===== config.mk =====
export PLATFORM = sky130hd
export DESIGN_NAME = fpu_interlock_unit_flat
export DESIGN_NICKNAME = d
export VERILOG_FILES = /design/src/rtl/fpu_pkg.sv /design/src/rtl/fpu_interlock_unit_if.sv /design/src/rtl/fpu_div_tracker.sv /design/src/rtl/fpu_interlock_unit.sv /design/src/flat_wrapper.sv
export SDC_FILE = /design/constraint.sdc
export NUM_CORES = 1
export LEC_CHECK = 0
export CAP_MARGIN = 20
export CORE_ASPECT_RATIO = 2
export CORE_MARGIN = 8
export CORE_UTILIZATION = 45
export CTS_CLUSTER_DIAMETER = 40
export CTS_CLUSTER_SIZE = 40
export DETAILED_ROUTE_END_ITERATION = 7
export DONT_BUFFER_PORTS = 1
export PLACE_DENSITY_LB_ADDON = 0.15
export SYNTH_ARGS = -nofsm -noshare
export SYNTH_HDL_FRONTEND = slang
export SYNTH_SLANG_ARGS = --single-unit

===== constraint.sdc =====
create_clock -name clk -period 2.5 [get_ports clk]
set_input_delay 0.125 -clock clk [delete_from_list [all_inputs] [get_ports clk]]
set_output_delay 0.125 -clock clk [all_outputs]
set_load 0.02 [all_outputs]

===== src/rtl/fpu_pkg.sv =====
// Shared encodings and pipeline depths for the FP hazard/forwarding logic.
// Latency: none (declarations only).
// Backpressure: n/a.
package fpu_pkg;

  // Operand source selects driven to the ID-stage operand muxes
  typedef enum logic [2:0] {
    FWD_REG = 3'd0,  // register file
    FWD_E3  = 3'd1,  // arith pipe E3 result
    FWD_WBY = 3'd2,  // write port y data (arith WB or divider)
    FWD_WBX = 3'd3,  // write port x data (load WB)
    FWD_MEM = 3'd4   // load data in MEM
  } fwd_sel_e;

  // Issue-to-writeback distance of the arith pipe (E1-E2-E3-WB)
  localparam int ARITH_LAT = 4;
  // Issue-to-writeback distance of lwc1 (EXE-MEM-WB)
  localparam int LOAD_LAT  = 3;

  // One in-flight destination slot
  typedef struct packed {
    logic       vld;
    logic [4:0] fd;
  } stage_t;

endpackage


===== src/rtl/fpu_interlock_unit_if.sv =====
// ID-stage <-> interlock unit bundle: decoded operands in, stall/forward/write-port controls out.
// Latency: none (wires only).
// Backpressure: stall is the only flow control; the ID stage holds its instruction while it is high.
interface fpu_interlock_unit_if;
  logic [4:0] id_fs;
  logic [4:0] id_ft;
  logic [4:0] id_fd;
  logic       id_use_fs;
  logic       id_use_ft;
  logic       id_arith;
  logic       id_div;
  logic       id_lwc1;
  logic       stall;
  logic [2:0] fwd_a;
  logic [2:0] fwd_b;
  logic [4:0] wnx;
  logic       wex;
  logic [4:0] wny;
  logic       wey;
  logic       div_wb;
  logic       div_busy;

  // ID stage side
  modport master (
    output id_fs, id_ft, id_fd, id_use_fs, id_use_ft, id_arith, id_div, id_lwc1,
    input  stall, fwd_a, fwd_b, wnx, wex, wny, wey, div_wb, div_busy
  );

  // Interlock unit side
  modport slave (
    input  id_fs, id_ft, id_fd, id_use_fs, id_use_ft, id_arith, id_div, id_lwc1,
    output stall, fwd_a, fwd_b, wnx, wex, wny, wey, div_wb, div_busy
  );
endinterface


===== src/rtl/fpu_div_tracker.sv =====
// Tracks the single in-flight divide/sqrt: countdown, destination and writeback slot.
// Latency: issue at t -> cnt=DIV_CYCLES at t+1, done (cnt==1) at t+DIV_CYCLES.
// Backpressure: none internally; the caller must only start it while not busy.
module fpu_div_tracker
  import fpu_pkg::*;
#(
  parameter int DIV_CYCLES = 8
) (
  input  logic       clk,
  input  logic       clrn,
  input  logic       i_start,
  input  logic [4:0] i_fd,
  output logic       o_busy,
  output logic       o_done,
  output logic       o_pend,
  output logic       o_slot_y,
  output logic [4:0] o_fd
);

  localparam int CW = $clog2(DIV_CYCLES + 1);
  localparam logic [CW-1:0] C_LOAD = CW'(DIV_CYCLES);
  localparam logic [CW-1:0] C_ONE  = CW'(1);
  // An arith op issued now writes back when the counter has dropped to 1
  localparam logic [CW-1:0] C_SLOT = CW'(ARITH_LAT + 1);

  logic [CW-1:0] r_cnt;
  logic [4:0]    r_fd;

  // Load on start, then count down to zero; reset abandons any divide in flight
  always_ff @(posedge clk or negedge clrn) begin
    if (!clrn) begin
      r_cnt <= '0;
      r_fd  <= '0;
    end else if (i_start) begin
      r_cnt <= C_LOAD;
      r_fd  <= i_fd;
    end else if (r_cnt != '0) begin
      r_cnt <= r_cnt - C_ONE;
    end
  end

  assign o_busy   = (r_cnt != '0);
  assign o_done   = (r_cnt == C_ONE);
  assign o_pend   = (r_cnt > C_ONE);
  assign o_slot_y = (r_cnt == C_SLOT);
  assign o_fd     = r_fd;

endmodule


===== src/rtl/fpu_interlock_unit.sv =====
// FP register hazard detection, operand forwarding and 2-port regfile write control.
// Latency: stall/fwd combinational from ID; write-port controls registered (arith WB t+4, load WB t+3).
// Backpressure: stall holds IF/ID and injects a bubble; the pipes themselves never stop.
module fpu_interlock_unit
  import fpu_pkg::*;
#(
  parameter int DIV_CYCLES = 8
) (
  input  logic                 clk,
  input  logic                 clrn,
  fpu_interlock_unit_if.slave  io_fpu
);

  // r_ar[1..4] = E1,E2,E3,WB ; r_ld[1..3] = EXE,MEM,WB
  stage_t     r_ar [1:ARITH_LAT];
  stage_t     r_ld [1:LOAD_LAT];

  logic       w_is_div, w_is_arith, w_is_lwc1, w_any_op;
  logic       w_div_busy, w_div_done, w_div_pend, w_div_slot;
  logic [4:0] w_div_fd;
  logic [3:0] w_src_a, w_src_b;
  logic       w_struct, w_stall;

  // Decoder should give one-hot; if not, div wins over arith over lwc1
  assign w_is_div   = io_fpu.id_div;
  assign w_is_arith = io_fpu.id_arith & ~io_fpu.id_div;
  assign w_is_lwc1  = io_fpu.id_lwc1 & ~io_fpu.id_div & ~io_fpu.id_arith;
  assign w_any_op   = io_fpu.id_div | io_fpu.id_arith | io_fpu.id_lwc1;

  fpu_div_tracker #(.DIV_CYCLES(DIV_CYCLES)) u_div (
    .clk      (clk),
    .clrn     (clrn),
    .i_start  (w_is_div & ~w_stall),
    .i_fd     (io_fpu.id_fd),
    .o_busy   (w_div_busy),
    .o_done   (w_div_done),
    .o_pend   (w_div_pend),
    .o_slot_y (w_div_slot),
    .o_fd     (w_div_fd)
  );

  // {stall, select} for one operand; checks run youngest producer first
  function automatic logic [3:0] src_sel(input logic use_r, input logic [4:0] r);
    logic [3:0] res;
    res = {1'b0, FWD_REG};
    if (use_r) begin
      if ((r_ar[1].vld && r_ar[1].fd == r) || (r_ld[1].vld && r_ld[1].fd == r))
        res = {1'b1, FWD_REG};
      else if (r_ar[2].vld && r_ar[2].fd == r)
        res = {1'b1, FWD_REG};
      else if (r_ld[2].vld && r_ld[2].fd == r)
        res = {1'b0, FWD_MEM};
      else if (r_ar[3].vld && r_ar[3].fd == r)
        res = {1'b0, FWD_E3};
      else if (r_ld[3].vld && r_ld[3].fd == r)
        res = {1'b0, FWD_WBX};
      else if ((r_ar[4].vld && r_ar[4].fd == r) || (w_div_done && w_div_fd == r))
        res = {1'b0, FWD_WBY};
      else if (w_div_pend && w_div_fd == r)
        res = {1'b1, FWD_REG};
    end
    return res;
  endfunction

  // RAW resolution for both source operands
  always_comb begin
    w_src_a = src_sel(io_fpu.id_use_fs, io_fpu.id_fs);
    w_src_b = src_sel(io_fpu.id_use_ft, io_fpu.id_ft);
  end

  // Structural and WAW hazards: one divider, shared port y, write ordering to the same reg
  always_comb begin
    w_struct = 1'b0;
    if (w_is_div && w_div_busy)
      w_struct = 1'b1;
    if (w_is_arith && w_div_slot)
      w_struct = 1'b1;
    if (w_is_lwc1 && r_ar[1].vld && r_ar[1].fd == io_fpu.id_fd)
      w_struct = 1'b1;
    if (w_any_op && w_div_pend && w_div_fd == io_fpu.id_fd)
      w_struct = 1'b1;
  end

  assign w_stall = w_src_a[3] | w_src_b[3] | w_struct;

  // Pipes advance every cycle; a stalled or empty ID slot enters as a bubble
  always_ff @(posedge clk or negedge clrn) begin
    if (!clrn) begin
      for (int i = 1; i <= ARITH_LAT; i++) r_ar[i] <= '0;
      for (int i = 1; i <= LOAD_LAT; i++)  r_ld[i] <= '0;
    end else begin
      r_ar[1].vld <= w_is_arith & ~w_stall;
      r_ar[1].fd  <= io_fpu.id_fd;
      for (int i = 2; i <= ARITH_LAT; i++) r_ar[i] <= r_ar[i-1];
      r_ld[1].vld <= w_is_lwc1 & ~w_stall;
      r_ld[1].fd  <= io_fpu.id_fd;
      for (int i = 2; i <= LOAD_LAT; i++) r_ld[i] <= r_ld[i-1];
    end
  end

  assign io_fpu.stall    = w_stall;
  assign io_fpu.fwd_a    = w_src_a[2:0];
  assign io_fpu.fwd_b    = w_src_b[2:0];
  assign io_fpu.wex      = r_ld[LOAD_LAT].vld;
  assign io_fpu.wnx      = r_ld[LOAD_LAT].fd;
  // Issue rules keep arith WB and divider completion from landing in the same cycle
  assign io_fpu.wey      = r_ar[ARITH_LAT].vld | w_div_done;
  assign io_fpu.wny      = w_div_done ? w_div_fd : r_ar[ARITH_LAT].fd;
  assign io_fpu.div_wb   = w_div_done;
  assign io_fpu.div_busy = w_div_busy;

endmodule


===== src/flat_wrapper.sv =====
// flat-port wrapper written by rule: the top's interface ports become plain ports
module fpu_interlock_unit_flat import fpu_pkg::*;
#(
  parameter int DIV_CYCLES = 8
)
  (clk, clrn, io_fpu_id_fs, io_fpu_id_ft, io_fpu_id_fd, io_fpu_id_use_fs, io_fpu_id_use_ft, io_fpu_id_arith, io_fpu_id_div, io_fpu_id_lwc1, io_fpu_stall, io_fpu_fwd_a, io_fpu_fwd_b, io_fpu_wnx, io_fpu_wex, io_fpu_wny, io_fpu_wey, io_fpu_div_wb, io_fpu_div_busy);
  fpu_interlock_unit_if io_fpu_i ();
  input  logic clk;
  input  logic clrn;
  input wire logic [$bits(io_fpu_i.id_fs)-1:0] io_fpu_id_fs;
  input wire logic [$bits(io_fpu_i.id_ft)-1:0] io_fpu_id_ft;
  input wire logic [$bits(io_fpu_i.id_fd)-1:0] io_fpu_id_fd;
  input wire logic [$bits(io_fpu_i.id_use_fs)-1:0] io_fpu_id_use_fs;
  input wire logic [$bits(io_fpu_i.id_use_ft)-1:0] io_fpu_id_use_ft;
  input wire logic [$bits(io_fpu_i.id_arith)-1:0] io_fpu_id_arith;
  input wire logic [$bits(io_fpu_i.id_div)-1:0] io_fpu_id_div;
  input wire logic [$bits(io_fpu_i.id_lwc1)-1:0] io_fpu_id_lwc1;
  output wire logic [$bits(io_fpu_i.stall)-1:0] io_fpu_stall;
  output wire logic [$bits(io_fpu_i.fwd_a)-1:0] io_fpu_fwd_a;
  output wire logic [$bits(io_fpu_i.fwd_b)-1:0] io_fpu_fwd_b;
  output wire logic [$bits(io_fpu_i.wnx)-1:0] io_fpu_wnx;
  output wire logic [$bits(io_fpu_i.wex)-1:0] io_fpu_wex;
  output wire logic [$bits(io_fpu_i.wny)-1:0] io_fpu_wny;
  output wire logic [$bits(io_fpu_i.wey)-1:0] io_fpu_wey;
  output wire logic [$bits(io_fpu_i.div_wb)-1:0] io_fpu_div_wb;
  output wire logic [$bits(io_fpu_i.div_busy)-1:0] io_fpu_div_busy;
  assign io_fpu_i.id_fs = io_fpu_id_fs;
  assign io_fpu_i.id_ft = io_fpu_id_ft;
  assign io_fpu_i.id_fd = io_fpu_id_fd;
  assign io_fpu_i.id_use_fs = io_fpu_id_use_fs;
  assign io_fpu_i.id_use_ft = io_fpu_id_use_ft;
  assign io_fpu_i.id_arith = io_fpu_id_arith;
  assign io_fpu_i.id_div = io_fpu_id_div;
  assign io_fpu_i.id_lwc1 = io_fpu_id_lwc1;
  assign io_fpu_stall = io_fpu_i.stall;
  assign io_fpu_fwd_a = io_fpu_i.fwd_a;
  assign io_fpu_fwd_b = io_fpu_i.fwd_b;
  assign io_fpu_wnx = io_fpu_i.wnx;
  assign io_fpu_wex = io_fpu_i.wex;
  assign io_fpu_wny = io_fpu_i.wny;
  assign io_fpu_wey = io_fpu_i.wey;
  assign io_fpu_div_wb = io_fpu_i.div_wb;
  assign io_fpu_div_busy = io_fpu_i.div_busy;
  fpu_interlock_unit #(.DIV_CYCLES(DIV_CYCLES)) u_core (.clk(clk), .clrn(clrn), .io_fpu(io_fpu_i));
endmodule

# [After elaboration in Yosys (flattened, before gate mapping)]
# Index checks and enable logic that the tools add are counted.
[totals] ram_bits=0 elab_cells=96 latch_bits=0 romBits=0 out_inout_bits=21 in_bits=22 regBits=36 mem_count=0
[classes] eq_ne=14 multipliers=0 shifts=0 n_lt_le_gt_ge=1 n_bitwise=14 div=0 muxes=23 addsub=1 n_reduce_logical=30
[ops] op="two-way mux 4 bit" n=18
[ops] op="== test 5 bit" n=12
[ops] op="logical AND 1 bit" n=24
[ops] op="bitwise AND 1 bit" n=6
[ops] op="two-way mux 5 bit" n=1
[ops] op="OR 1 bit" n=5
[ops] op="== test 4 x 1 -> 1 bit, second input constant" n=1
[ops] op="== test 4 x 3 -> 1 bit, second input constant" n=1
[ops] op="> comparator 4 x 1 -> 1 bit, second input constant" n=1
[ops] op="logical OR 1 bit" n=4
[ops] op="two-way mux 1 bit" n=4
[ops] op="nonzero test 4 bit" n=1
[ops] op="subtractor 4 x 1 -> 4 bit, second input constant" n=1
[ops] op="inverter 1 bit" n=3
[ops] op="nonzero test 2 bit" n=1

# [Longest topological paths before layout]
[depth] ltp_word=15 ltp_mapped=10 depth_no_buf=9

# [Hierarchy]
# A second synthesis with hierarchy kept.
[hier_totals] cells_unflattened=213 hier_area_um2=2234.6
[modules_own_cells] module="fpu_interlock_unit" area_each_um2=1789.2 seq_area_each_um2=675.6 instances=1 cells_per_inst=174
[modules_own_cells] module="fpu_div_tracker" area_each_um2=445.4 seq_area_each_um2=225.2 instances=1 cells_per_inst=39

# [Least setup slack after synthesis]
# No wires, ideal clock.
[synth_path] path_type="reg-to-reg" from="register u_core.r_ar[13] in the netlist's numbering" to="register u_core.u_div.r_fd[0] (netlist: u_core.u_div.o_fd[0])" t_arrival_ps=1923 n_path_buf=1 synth_period_minus_slack_ps=2048 slack_ps=452 setup_ps=125 stages_incl_launch_ff=9 required_ps=2375 path_cell_list="dfrtp_1 > xnor2_1 > nand3_1 > or4_1 > o2111ai_1 > nor3_1 > and3_1 > buf_6 > mux2_4"
[synth_via] elab_chain_cells=10 elab_cells_between_ends=18 classes_between="2 x eq/ne; 8 x mux; 4 x bitwise; 4 x reduce/logical"
[synth_rtl] item="start: declaration" line_no="fpu_interlock_unit.sv:15" text="stage_t r_ar [1:ARITH_LAT];"
[synth_rtl] item="== test 5 bit" line_no="fpu_interlock_unit.sv:49" text="else if (r_ar[2].vld && r_ar[2].fd == r)"
[synth_rtl] item="logical AND 1 bit"
[synth_rtl] item="two-way mux 4 bit"
[synth_rtl] item="two-way mux 4 bit" line_no="fpu_interlock_unit.sv:49"
[synth_rtl] item="two-way mux 4 bit" line_no="fpu_interlock_unit.sv:47" text="if ((r_ar[1].vld && r_ar[1].fd == r) || (r_ld[1].vld && r_ld[1].fd == r))"
[synth_rtl] item="two-way mux 4 bit" line_no="fpu_interlock_unit.sv:46" text="if (use_r) begin"
[synth_rtl] item="OR 1 bit * (2 in series)" line_no="fpu_interlock_unit.sv:84" text="assign w_stall = w_src_a[3] | w_src_b[3] | w_struct;"
[synth_rtl] item="inverter 1 bit *" line_no="fpu_interlock_unit.sv:33" text=".i_start (w_is_div & ~w_stall),"
[synth_rtl] item="bitwise AND 1 bit *" line_no="fpu_interlock_unit.sv:33"
[synth_rtl] item="end signal: assignment" line_no="fpu_div_tracker.sv:36" text="r_fd <= i_fd;"
[synth_rtl] item="end: declaration" line_no="fpu_div_tracker.sv:27" text="logic [4:0] r_fd;"
# Mark *: on every way between the ends. The rest lies on a longest branch, timed or not.
# A chain may end at the register's enable or synchronous reset.

# [Worst setup path after layout]
[layout_path] from="register u_core.r_ar[13] in the netlist's numbering" to="register u_core.u_div.r_fd[3] (netlist: u_core.u_div.o_fd[3])"
# The elaborated chain is that of the path after synthesis.

==> results.toml <==
[cells_and_area]
sequential_cell_area_um2 = 900.9
num-fill-cells = 432
layoutNonFillerInstCount = 283
final_util_pct = 51.19
layout_common_cells = "dfrtp_1 (36), xor2_1 (31), xnor2_1 (29), nand2_1 (16), nor2_1 (12)"
multi_input_comb_area_mm2 = 0.001176
fin_area_mm2 = 0.002467
most_common_cell_after_layout_fill_and_taps_aside = "dfrtp_1"
final_layout_size_suffix_gt1_share_pct = 15.49
area.growth.synth_to_final_pct = 11.04
final_nets = 250
antennaDiodeCount = 0

[clock_network]
clock-root-buffer = "clkbuf_8"
post_cts_setup_inserts = 0
clk_transition_reported_paths_ns = 0.08
cts.path.max_buffers = 2
htree_levels = 2
clock_sinks = 36
clock_tree_from_tritoncts = "done"
cts_inserted_buffers = 5
clk-insertion-delay-late_ns = 0.29

[die]
die_height_um = 115.4
placeableCoreArea_mm2 = 0.004820
dieArea_mm2 = 0.007579
start_util_pct = 46.11
die_extent_in_x_um = 65.69
rows = 36
top_level_ports = 43

[timing]
fmaxAchievable_mhz = 418.1
fin_tns_setup_ns = 0
final.period_utilization_pct = 95.66
final_period_minus_worst_setup_slack_ns = 2.392
tightest_slew_ns = 0.6087
setup_viol = 0
timing.clock.skew_ns = 0.004089
timing.final.max_slew_violations = 0
fin_worst_hold_slack_ns = 0.02776
timing.max_slew.rel_slack_pct = 59.42
final-hold-violation-count = 0
final.setup.worst_slack_ns = 0.1084
unrepaired_setup_endpoints_after_global_routing = "false"

[setup_path]
timing_worst_setup_path_type = "flop to flop"
setup.worst_path.start_class = "flop"
cp_slowest_stage_delay_ns = 0.42
critPathRequiredTime_ns = 2.68
crit_path_end_kind = "flop"
worstPathCellList = "xnor2_1 -> nand3_1 -> nor3_1 -> a22oi_1 -> a32oi_1 -> and3_2 -> mux2_4"
critical_path.top_delay_family = "simple AND/OR/NAND/NOR gates"
buffering_stage_count_on_the_worst_path_with_inverters_included = 0
crit_arrival_ns = 2.57
cpMaxStageDelayCell = "dfrtp_1"
critical_path_peak_fanout = 8

[place]
gp_congestion = 0.9117
detailedPlace.worstSlack_ns = -0.003470
placed_cells_incl_taps = 265
detailed_place_hpwl_mm = 4.626
detailed_place.area_mm2 = 0.002238
place.port_buffers = 0

[pwr]
power.density_cell_area_mw_per_mm2 = 830.2
static-leakage-power_nw = 1.005
peakVddDrop_uv = 643.2
post-layout-total-power_mw = 2.048

[drt]
route.vias.total = 1580
initialDrtViolationCount = 74
remaining_drc_errors = 0
ant_nets = 0
detail_route.first_pass.iterations = 4
post_drt_via_cell_ratio = 5.583
route.detailed.wl_per_inst_um = 20.87
drt_wl_total_mm = 5.906

[min_path]
worst_hold_path_type = "input port to flop"

[global_routing]
leftover_overflow_at_the_end_of_global_routing = 0
grt_pass1_vias = 1810
grt_max_degree = 37
grt_use_total_pct = 16.73
grt_first_pass_wirelength_mm = 9.432
antenna_found_initial = 0

[yosys]
post_synth.cell_area_avg_um2 = 10.38
synth_top_flop_cell = "dfrtp_1"
synth_cell_type_count = 36
ys.warnings.count = 0
synth.net_count = 239
synth_sequential_area_ratio_pct = 40.54
synth-async-reset-ratio_pct = 100.0
netlist_area_mm2 = 0.002222
synth-seq-cells = 36
postSynthCellCount = 214
number_of_enable_flip_flop_cells_after_synthesis = 0

[job]
drv.max_cap_violation_count = 0

[run_status]
run_status = "finished clean"
==> area by class of cell <==
type | instances | area share (%)
inverters | 4 | 0.6085
clock inverters | 3 | 1.724
flip-flops and latches | 36 | 36.51
repair buffers | 21 | 7.809
well taps | 57 | 2.890
clock buffers | 5 | 2.789
multi-input cells | 157 | 47.67
==> cells in the mapped netlist (3+ instances only) <==
library cell  instances  area [um^2]
nor3_1                9        45.04
nor4_1                5        31.28
mux2_2                5        56.30
dfrtp_1              36        900.9
o211ai_1              3        22.52
o21ai_0               3        15.01
mux2_4                5        75.07
inv_1                 4        15.01
xor2_1               31        271.5
ha_1                  3        37.54
nand3_1               9        45.04
xnor2_1              29        254.0
buf_2                 4        20.02
buf_4                 5        37.54
nor2_1               12        45.04
nand2_1              16        60.06
buf_6                 4        45.04
==> cells by family after synthesis <==
family          Yosys count  synth area share, %
simple gates             63                13.79
xor+xnor                 62                25.11
flops                    36                40.54
buf+inv                  21                6.870
compound gates           19                6.082
mux                      10                5.912
fa+ha+maj                 3                1.689
==> power breakdown <==
part           leakage (nW)  switching (mW)  total, mW  internal [mW]
combinational         0.516           0.353      0.679          0.326
sequential            0.434           0.160      0.847          0.688
clock                0.0541           0.227      0.522          0.295
==> sequential cells by signal (all words and copies together) (netlist names) <==
register / flops
u_core.r_ld: 2
u_core.u_div.o_fd: 5
u_core.u_div.r_cnt: 4
u_core.io_fpu.wex: 1
u_core.r_ar: 24
==> worst paths after layout <==
check                      depth (start not counted)                   end  slack (ns)            start
setup / recovery                                   7  u_core.u_div.o_fd[3]        0.11  u_core.r_ar[13]
setup reg to reg                                   7  u_core.u_div.o_fd[3]        0.11  u_core.r_ar[13]
min in group asynchronous                          2  u_core.u_div.o_fd[4]        0.29             clrn
hold reg to reg                                    0        u_core.r_ar[6]        0.44  u_core.r_ar[12]
hold / removal                                     3       u_core.r_ld[17]        0.03  io_fpu_id_arith
max in group asynchronous                          2        u_core.r_ar[0]        2.03             clrn
==> worst min-delay path, stage by stage <==
cell     delay [ns]
nor2_1         0.02
nand2_1        0.09
nor2_1         0.05
==> what timing repair did <==
| item | CTS | global route |
|---|---|---|
| resized for setup | 1 | 1 |
| hold buffers | 10 | 0 |
| endpoints found under the hold margin | 48 | 0 |
| endpoints found under the setup margin | 5 | 5 |
==> layer usage <==
layer | wire length, um | vias up | global-route usage, %
met5 | 0 | - | 0
met4 | 335 | 0 | 11.44
met3 | 294 | 22 | 4.195
met2 | 3306 | 51 | 29.97
met1 | 1970 | 764 | 15.84
li1 | - | 743 | -
Note: power is estimated with default switching activity, not from simulation.
